**src/rtl/traffic_pkg.sv**
```systemverilog
// Shared types and constants for the traffic lamp safety monitor.
// Lamp vectors are {R,Y,G}; fault codes are {illegal, conflict}.
package traffic_pkg;

    typedef enum logic [1:0] {
        StPass    = 2'd0,
        StPend    = 2'd1,
        StFlash   = 2'd2,
        StRecover = 2'd3
    } state_e;

    localparam int unsigned LampR = 2;
    localparam int unsigned LampY = 1;
    localparam int unsigned LampG = 0;

    localparam logic [1:0] FcNone = 2'b00;
    localparam logic [1:0] FcConf = 2'b01;
    localparam logic [1:0] FcIll  = 2'b10;
    localparam logic [1:0] FcBoth = 2'b11;

    localparam logic [2:0] AspRed = 3'b100;
    localparam logic [2:0] AspYlw = 3'b010;
    localparam logic [2:0] AspGrn = 3'b001;
    localparam logic [2:0] AspOff = 3'b000;

    function automatic logic is_one_hot(input logic [2:0] asp);
        return (asp == AspRed) || (asp == AspYlw) || (asp == AspGrn);
    endfunction

endpackage

```
**src/rtl/flash_timer.sv**
```systemverilog
// Flash phase generator: phase_o is the lamp phase (1 = ON) for the next cycle.
// Restarts at count 0 / phase ON whenever en_i is low.
module flash_timer #(
    parameter int unsigned FLASH_DIV = 8
) (
    input  logic CK,
    input  logic CLR,
    input  logic en_i,
    output logic phase_o
);

    localparam int unsigned DW = (FLASH_DIV > 2) ? $clog2(FLASH_DIV) : 1;
    localparam logic [DW-1:0] DivLast = DW'(FLASH_DIV - 1);

    logic [DW-1:0] cnt_q;
    logic          phase_q;

    always_ff @(posedge CK or posedge CLR) begin
        if (CLR) begin
            cnt_q   <= '0;
            phase_q <= 1'b1;
        end else if (!en_i) begin
            cnt_q   <= '0;
            phase_q <= 1'b1;
        end else if (cnt_q == DivLast) begin
            cnt_q   <= '0;
            phase_q <= ~phase_q;
        end else begin
            cnt_q   <= cnt_q + 1'b1;
        end
    end

    assign phase_o = (en_i && (cnt_q == DivLast)) ? ~phase_q : phase_q;

endmodule

```
**src/rtl/traffic_lamp_monitor.sv**
```systemverilog
// Safety stage between the traffic-light controller and the physical lamps: forwards legal
// aspects, filters transient faults, latches flashing red on persistent faults.
module traffic_lamp_monitor
    import traffic_pkg::*;
#(
    parameter int unsigned FILTER_CYC  = 3,
    parameter int unsigned FLASH_DIV   = 8,
    parameter int unsigned RECOVER_CYC = 16
) (
    input  logic       CK,
    input  logic       CLR,
    input  logic       GRN1,
    input  logic       YLW1,
    input  logic       RED1,
    input  logic       GRN2,
    input  logic       YLW2,
    input  logic       RED2,
    input  logic       ACK,
    output logic [2:0] LAMP1,
    output logic [2:0] LAMP2,
    output logic       FAULT,
    output logic [1:0] FAULT_CODE,
    output logic       FLASH
);

    localparam int unsigned CntMax = (FILTER_CYC > RECOVER_CYC) ? FILTER_CYC : RECOVER_CYC;
    localparam int unsigned CW     = $clog2(CntMax) + 1;
    localparam logic [CW-1:0] FiltLast = CW'(FILTER_CYC - 1);
    localparam logic [CW-1:0] RecLast  = CW'(RECOVER_CYC - 1);
    localparam logic [CW-1:0] CntSat   = '1;

    state_e        state_q;
    logic [CW-1:0] cnt_q;
    logic [2:0]    lamp1_q, lamp2_q;
    logic          fault_q, flash_q;
    logic [1:0]    code_q;

    logic [2:0]    asp1, asp2;
    logic          bad_conf, bad_ill, bad;
    logic [1:0]    code;
    logic [CW-1:0] cnt_inc;
    logic          phase;

    always_comb begin
        asp1        = AspOff;
        asp2        = AspOff;
        asp1[LampR] = RED1;
        asp1[LampY] = YLW1;
        asp1[LampG] = GRN1;
        asp2[LampR] = RED2;
        asp2[LampY] = YLW2;
        asp2[LampG] = GRN2;
        bad_conf    = !RED1 && !RED2;
        bad_ill     = !is_one_hot(asp1) || !is_one_hot(asp2);
        code        = (bad_ill ? FcIll : FcNone) | (bad_conf ? FcConf : FcNone);
        bad         = bad_conf || bad_ill;
        cnt_inc     = (cnt_q == CntSat) ? cnt_q : cnt_q + 1'b1;
    end

    flash_timer #(
        .FLASH_DIV (FLASH_DIV)
    ) u_flash_timer (
        .CK      (CK),
        .CLR     (CLR),
        .en_i    (state_q == StFlash),
        .phase_o (phase)
    );

    always_ff @(posedge CK or posedge CLR) begin
        if (CLR) begin
            state_q <= StRecover;
            cnt_q   <= '0;
            lamp1_q <= AspRed;
            lamp2_q <= AspRed;
            fault_q <= 1'b0;
            code_q  <= FcNone;
            flash_q <= 1'b0;
        end else begin
            case (state_q)
                StPass: begin
                    if (!bad) begin
                        lamp1_q <= asp1;
                        lamp2_q <= asp2;
                    end else if (FILTER_CYC == 1) begin
                        state_q <= StFlash;
                        cnt_q   <= '0;
                        lamp1_q <= AspRed;
                        lamp2_q <= AspRed;
                        fault_q <= 1'b1;
                        flash_q <= 1'b1;
                        code_q  <= code;
                    end else begin
                        // Lamps keep the last legal aspect while the fault is filtered.
                        state_q <= StPend;
                        cnt_q   <= CW'(1);
                        code_q  <= code;
                    end
                end
                StPend: begin
                    if (!bad) begin
                        state_q <= StPass;
                        cnt_q   <= '0;
                        lamp1_q <= asp1;
                        lamp2_q <= asp2;
                        code_q  <= FcNone;
                    end else if (cnt_q == FiltLast) begin
                        state_q <= StFlash;
                        cnt_q   <= '0;
                        lamp1_q <= AspRed;
                        lamp2_q <= AspRed;
                        fault_q <= 1'b1;
                        flash_q <= 1'b1;
                        code_q  <= code_q | code;
                    end else begin
                        cnt_q   <= cnt_inc;
                        code_q  <= code_q | code;
                    end
                end
                StFlash: begin
                    if (ACK && !bad) begin
                        state_q <= StRecover;
                        cnt_q   <= '0;
                        lamp1_q <= AspRed;
                        lamp2_q <= AspRed;
                        flash_q <= 1'b0;
                    end else begin
                        lamp1_q <= phase ? AspRed : AspOff;
                        lamp2_q <= phase ? AspRed : AspOff;
                    end
                end
                StRecover: begin
                    if (bad) begin
                        state_q <= StFlash;
                        cnt_q   <= '0;
                        lamp1_q <= AspRed;
                        lamp2_q <= AspRed;
                        fault_q <= 1'b1;
                        flash_q <= 1'b1;
                        code_q  <= code;
                    end else if (cnt_q == RecLast) begin
                        state_q <= StPass;
                        cnt_q   <= '0;
                        lamp1_q <= asp1;
                        lamp2_q <= asp2;
                        fault_q <= 1'b0;
                        code_q  <= FcNone;
                    end else begin
                        cnt_q   <= cnt_inc;
                    end
                end
                default: begin
                    state_q <= StFlash;
                    cnt_q   <= '0;
                    lamp1_q <= AspRed;
                    lamp2_q <= AspRed;
                    fault_q <= 1'b1;
                    flash_q <= 1'b1;
                    code_q  <= FcBoth;
                end
            endcase
        end
    end

    assign LAMP1      = lamp1_q;
    assign LAMP2      = lamp2_q;
    assign FAULT      = fault_q;
    assign FAULT_CODE = code_q;
    assign FLASH      = flash_q;

endmodule

```
**config.mk**
```make
export PLATFORM = sky130hd
export DESIGN_NAME = traffic_lamp_monitor
export DESIGN_NICKNAME = d
export VERILOG_FILES = /design/src/rtl/traffic_pkg.sv /design/src/rtl/flash_timer.sv /design/src/rtl/traffic_lamp_monitor.sv
export SDC_FILE = /design/constraint.sdc
export NUM_CORES = 1
export LEC_CHECK = 0
export ABC_AREA = 1
export CORE_MARGIN = 3
export CORE_UTILIZATION = 48
export DETAILED_ROUTE_END_ITERATION = 7
export PLACE_DENSITY = 0.76
export SLEW_MARGIN = 20
export SYNTH_ARGS = -nofsm -noshare
export SYNTH_HDL_FRONTEND = slang
export SYNTH_SLANG_ARGS = --single-unit
```
**constraint.sdc**
```tcl
create_clock -name CK -period 1.4 [get_ports CK]
set_input_delay 0.28 -clock CK [delete_from_list [all_inputs] [get_ports CK]]
set_output_delay 0.28 -clock CK [all_outputs]
set_load 0.1 [all_outputs]
```
==> summary.txt <==
run status -> complete, but fails checks
violated checks -> negative setup slack
clock sink total -> 21
nets in the synthesized netlist -> 186
commonest cells after routing, fill and taps aside -> 46 x sky130_fd_sc_hd__nand2_1, 31 x sky130_fd_sc_hd__buf_4, 18 x sky130_fd_sc_hd__inv_1, 15 x sky130_fd_sc_hd__dfrtp_1
detailed-route wire length -> 3.95 mm
layout filler cell count -> 139
clock transition time at the flip-flop clock pins of the worst setup and hold paths -> 0.11 ns
antenna diode count -> 0
layout overhead on the synthesized area -> 60.5%
number of antenna violations at the first check in global routing -> 0
most common library cell in the layout ignoring fill and taps -> sky130_fd_sc_hd__nand2_1
required time of the critical path -> 1.68 ns
post-synthesis cell type with the largest combined area -> sky130_fd_sc_hd__dfrtp_1
number of setup violations in the final report -> 16
all-layer global routing usage -> 25.3%
multi-input gate area in the final layout -> 818 um2
skew final -> 0.00182 ns
Relative slew margins -> 79.6%
global-route wire length before repair -> 6.52 mm
Most Crowded Layer GR -> met2
overflow left after global routing -> 0
floorplan core area -> 2520 um2
effective utilization at floorplan -> 51.4%
Maximum Capacitance Violations -> 0
Cell Rows -> 18
sequential area share after synthesis -> 41.0%
I/O Pins -> 19
share of final-layout standard cells stronger than drive strength 1 -> 46.3%
clock buffer count from CTS -> 3
Hold Crit Class -> in -> async
vias per cell -> 5.44
Peak Freq -> 0.623 GHz
crit path max fanout -> 5
number of buffers between clock root and the deepest sink -> 2
Slew Limit Fails -> 0
global routing usage on met2 -> 43.1%
crit path DAT -> 1.88 ns
via count -> 1,419
top area cells in the synthesized netlist -> sky130_fd_sc_hd__dfrtp_1 31%, sky130_fd_sc_hd__nand2_1 16%, sky130_fd_sc_hd__dfstp_2 10%
drt pass-1 iters -> 4
net count reported at finish -> 245
Die Area -> 3360 um2
TritonCTS clock tree -> built
count of final hold-check violations -> 0
post-synth design cell area -> 1300 um2
GR met1 Demand/Resource -> 30.9%
clock root cell -> sky130_fd_sc_hd__clkbuf_4
Yosys warning total -> 0
routed length per instance -> 15.1 um
number of violations reported at the end of detailed-routing iteration 0 -> 93
CP max stage cell -> sky130_fd_sc_hd__dfstp_2
Crit Path Class -> reg -> reg
final cell utilization of the core -> 82.5%
sequential cell area -> 533 um2
worst skew pair latency -> 0.34 ns
portion of synthesized cell area occupied by the leading cell type -> 30.9%
Final HPWL DP -> 2.54 mm
largest net degree at the start of global routing -> 22
post-synthesis average cell area -> 7.49 um2
register bit count reported by yosys -> 21
longest individual stage delay on the worst path -> 0.62 ns
Die Span Y -> 58.0 um
Post-Place Setup Slack -> -0.575 ns
leakage power summed over all cells -> 0.00106 uW
antenna-violating nets left -> 0
endpoint type of the worst setup path -> flop
H-tree depth reported by CTS -> 1
DR DRC count -> 0
Max VDD drop -> 2.09 mV
RSZ-0062 raised after global routing -> yes
number of global-route vias before repair -> 1,471
kind of start point of the critical path -> flop
Worst Tran Pin Value -> 0.304 ns
gate count of the mapped netlist -> 173
Min Clock Period, post-route -> 1.60 ns
DIE WIDTH -> 58.0 um
Critical Path, Cell by Cell -> inv_2, nand2_1, inv_2, nand2_4, inv_4, o21ai_4, nand3_1, nor2_1, nor2_1
worst-case setup margin in the final layout -> -0.204 ns
IO Port Bufs -> 18
distinct cell type count after synthesis -> 26
family of cells with the greatest summed delay on the critical path -> flip-flops
met3 demand-to-capacity share in global routing -> 5.35%
portion of the clock cycle consumed by the worst path in the final layout -> 115%
last weighted congestion value of the routability-driven placer -> 0.824
power density relative to cell area -> 2310 nW/um2
worst path bufs/invs -> 3
## tightest hold or removal path: cells and delay by family
kind | cells | cell delay [ns]
buffers and inverters | 3 | 0.73
## Yosys cell counts
master	number
sky130_fd_sc_hd__nand2_1	54
sky130_fd_sc_hd__inv_1	19
sky130_fd_sc_hd__nor2_1	17
sky130_fd_sc_hd__dfrtp_1	16
sky130_fd_sc_hd__nand3_1	8
sky130_fd_sc_hd__a21oi_1	7
sky130_fd_sc_hd__nand2_2	7
sky130_fd_sc_hd__inv_2	6
sky130_fd_sc_hd__o21ai_1	6
sky130_fd_sc_hd__dfstp_2	5
sky130_fd_sc_hd__nand4_1	5
sky130_fd_sc_hd__ha_1	4
sky130_fd_sc_hd__o21ai_0	4
sky130_fd_sc_hd__o21ai_2	2
sky130_fd_sc_hd__xor2_1	2
sky130_fd_sc_hd__a31oi_1	1
sky130_fd_sc_hd__clkinv_1	1
sky130_fd_sc_hd__nand2_4	1
sky130_fd_sc_hd__nand3_2	1
sky130_fd_sc_hd__nand3_4	1
sky130_fd_sc_hd__nand4_4	1
sky130_fd_sc_hd__nor2_2	1
sky130_fd_sc_hd__nor2_4	1
sky130_fd_sc_hd__nor2_8	1
sky130_fd_sc_hd__nor3_1	1
sky130_fd_sc_hd__or2_2	1
## per-layer routing
metal | up-vias | share of wire [%]
li1 | 662 | -
met1 | 698 | 41
met2 | 51 | 51
met3 | 8 | 5.7
met4 | 0 | 2.3
met5 | - | 0
## cell families after synthesis
logic type / Yosys count / synth area share (%)
simple gates: 100 / 37.8
buf+inv: 26 / 7.53
flops: 21 / 41.0
compound gates: 20 / 8.40
fa+ha+maj: 4 / 3.86
xor+xnor: 2 / 1.35
## what timing repair did
action	in CTS	in global routing
pin swaps	6	19
buffers inserted	10	5
resized for setup	29	27
hold buffers	0	0
endpoints found under the setup margin	17	17
## power breakdown
part	internal [uW]	total (uW)	switching, uW
Combinational	1310	3360	2050
Sequential	870	1140	274
Clock	108	314	206
Total	2280	4820	2530
## path summary, 6_finish.rpt
path / slack (ns) / cells past startpoint / from / end
max in group asynchronous: 0.85 / 3 / CLR / LAMP2[2]$_DFFE_PP1P_
worst min register to register: 0.53 / 2 / flop / flop
worst min-delay path: 0.28 / 3 / CLR / cnt_q[3]$_DFFE_PP0P_
worst max-delay path: -0.20 / 9 / flop / LAMP1[2]$_DFFE_PP1P_
worst max register to register: -0.20 / 9 / flop / LAMP1[2]$_DFFE_PP1P_
min in group CK: 0.34 / 4 / YLW2 / LAMP2[1]$_DFFE_PP0P_
## flip-flops by register name, summed over array words and instances (netlist names), named ones only
name,flops
FAULT,1
FAULT_CODE,2
FLASH,1
LAMP1,3
LAMP2,3
cnt_q,5
state_q,1
u_flash_timer.cnt_q,3
u_flash_timer.phase_q,1
## stage by stage
| step | hold WS (ns) | std cells | area, um2 | total power, uW | TNS, ns |
|---|---|---|---|---|---|
| finish | 0.279 | 261 | 2080 | 4820 | -1.79 |
| global placement | 0.426 | 242 | 1790 | 3810 | -7.23 |
| global route | 0.277 | 261 | 2080 | 5090 | -3.23 |
| CTS | 0.302 | 256 | 1980 | 4450 | -0.834 |
| detailed placement | 0.473 | 242 | 1790 | 3890 | -8.76 |
| floorplan | 0.253 | 173 | 1310 | 2850 | 0 |
## area by class of cell
cell class,instances,share of cell area (%)
repair buffers,54,27.1
clock buffers,3,1.08
multi-input cells,126,39.3
well taps,30,1.80
inverters,26,4.81
flip-flops and latches,21,25.6
clock inverters,1,0.241
Power figures use the tool's default switching activity.
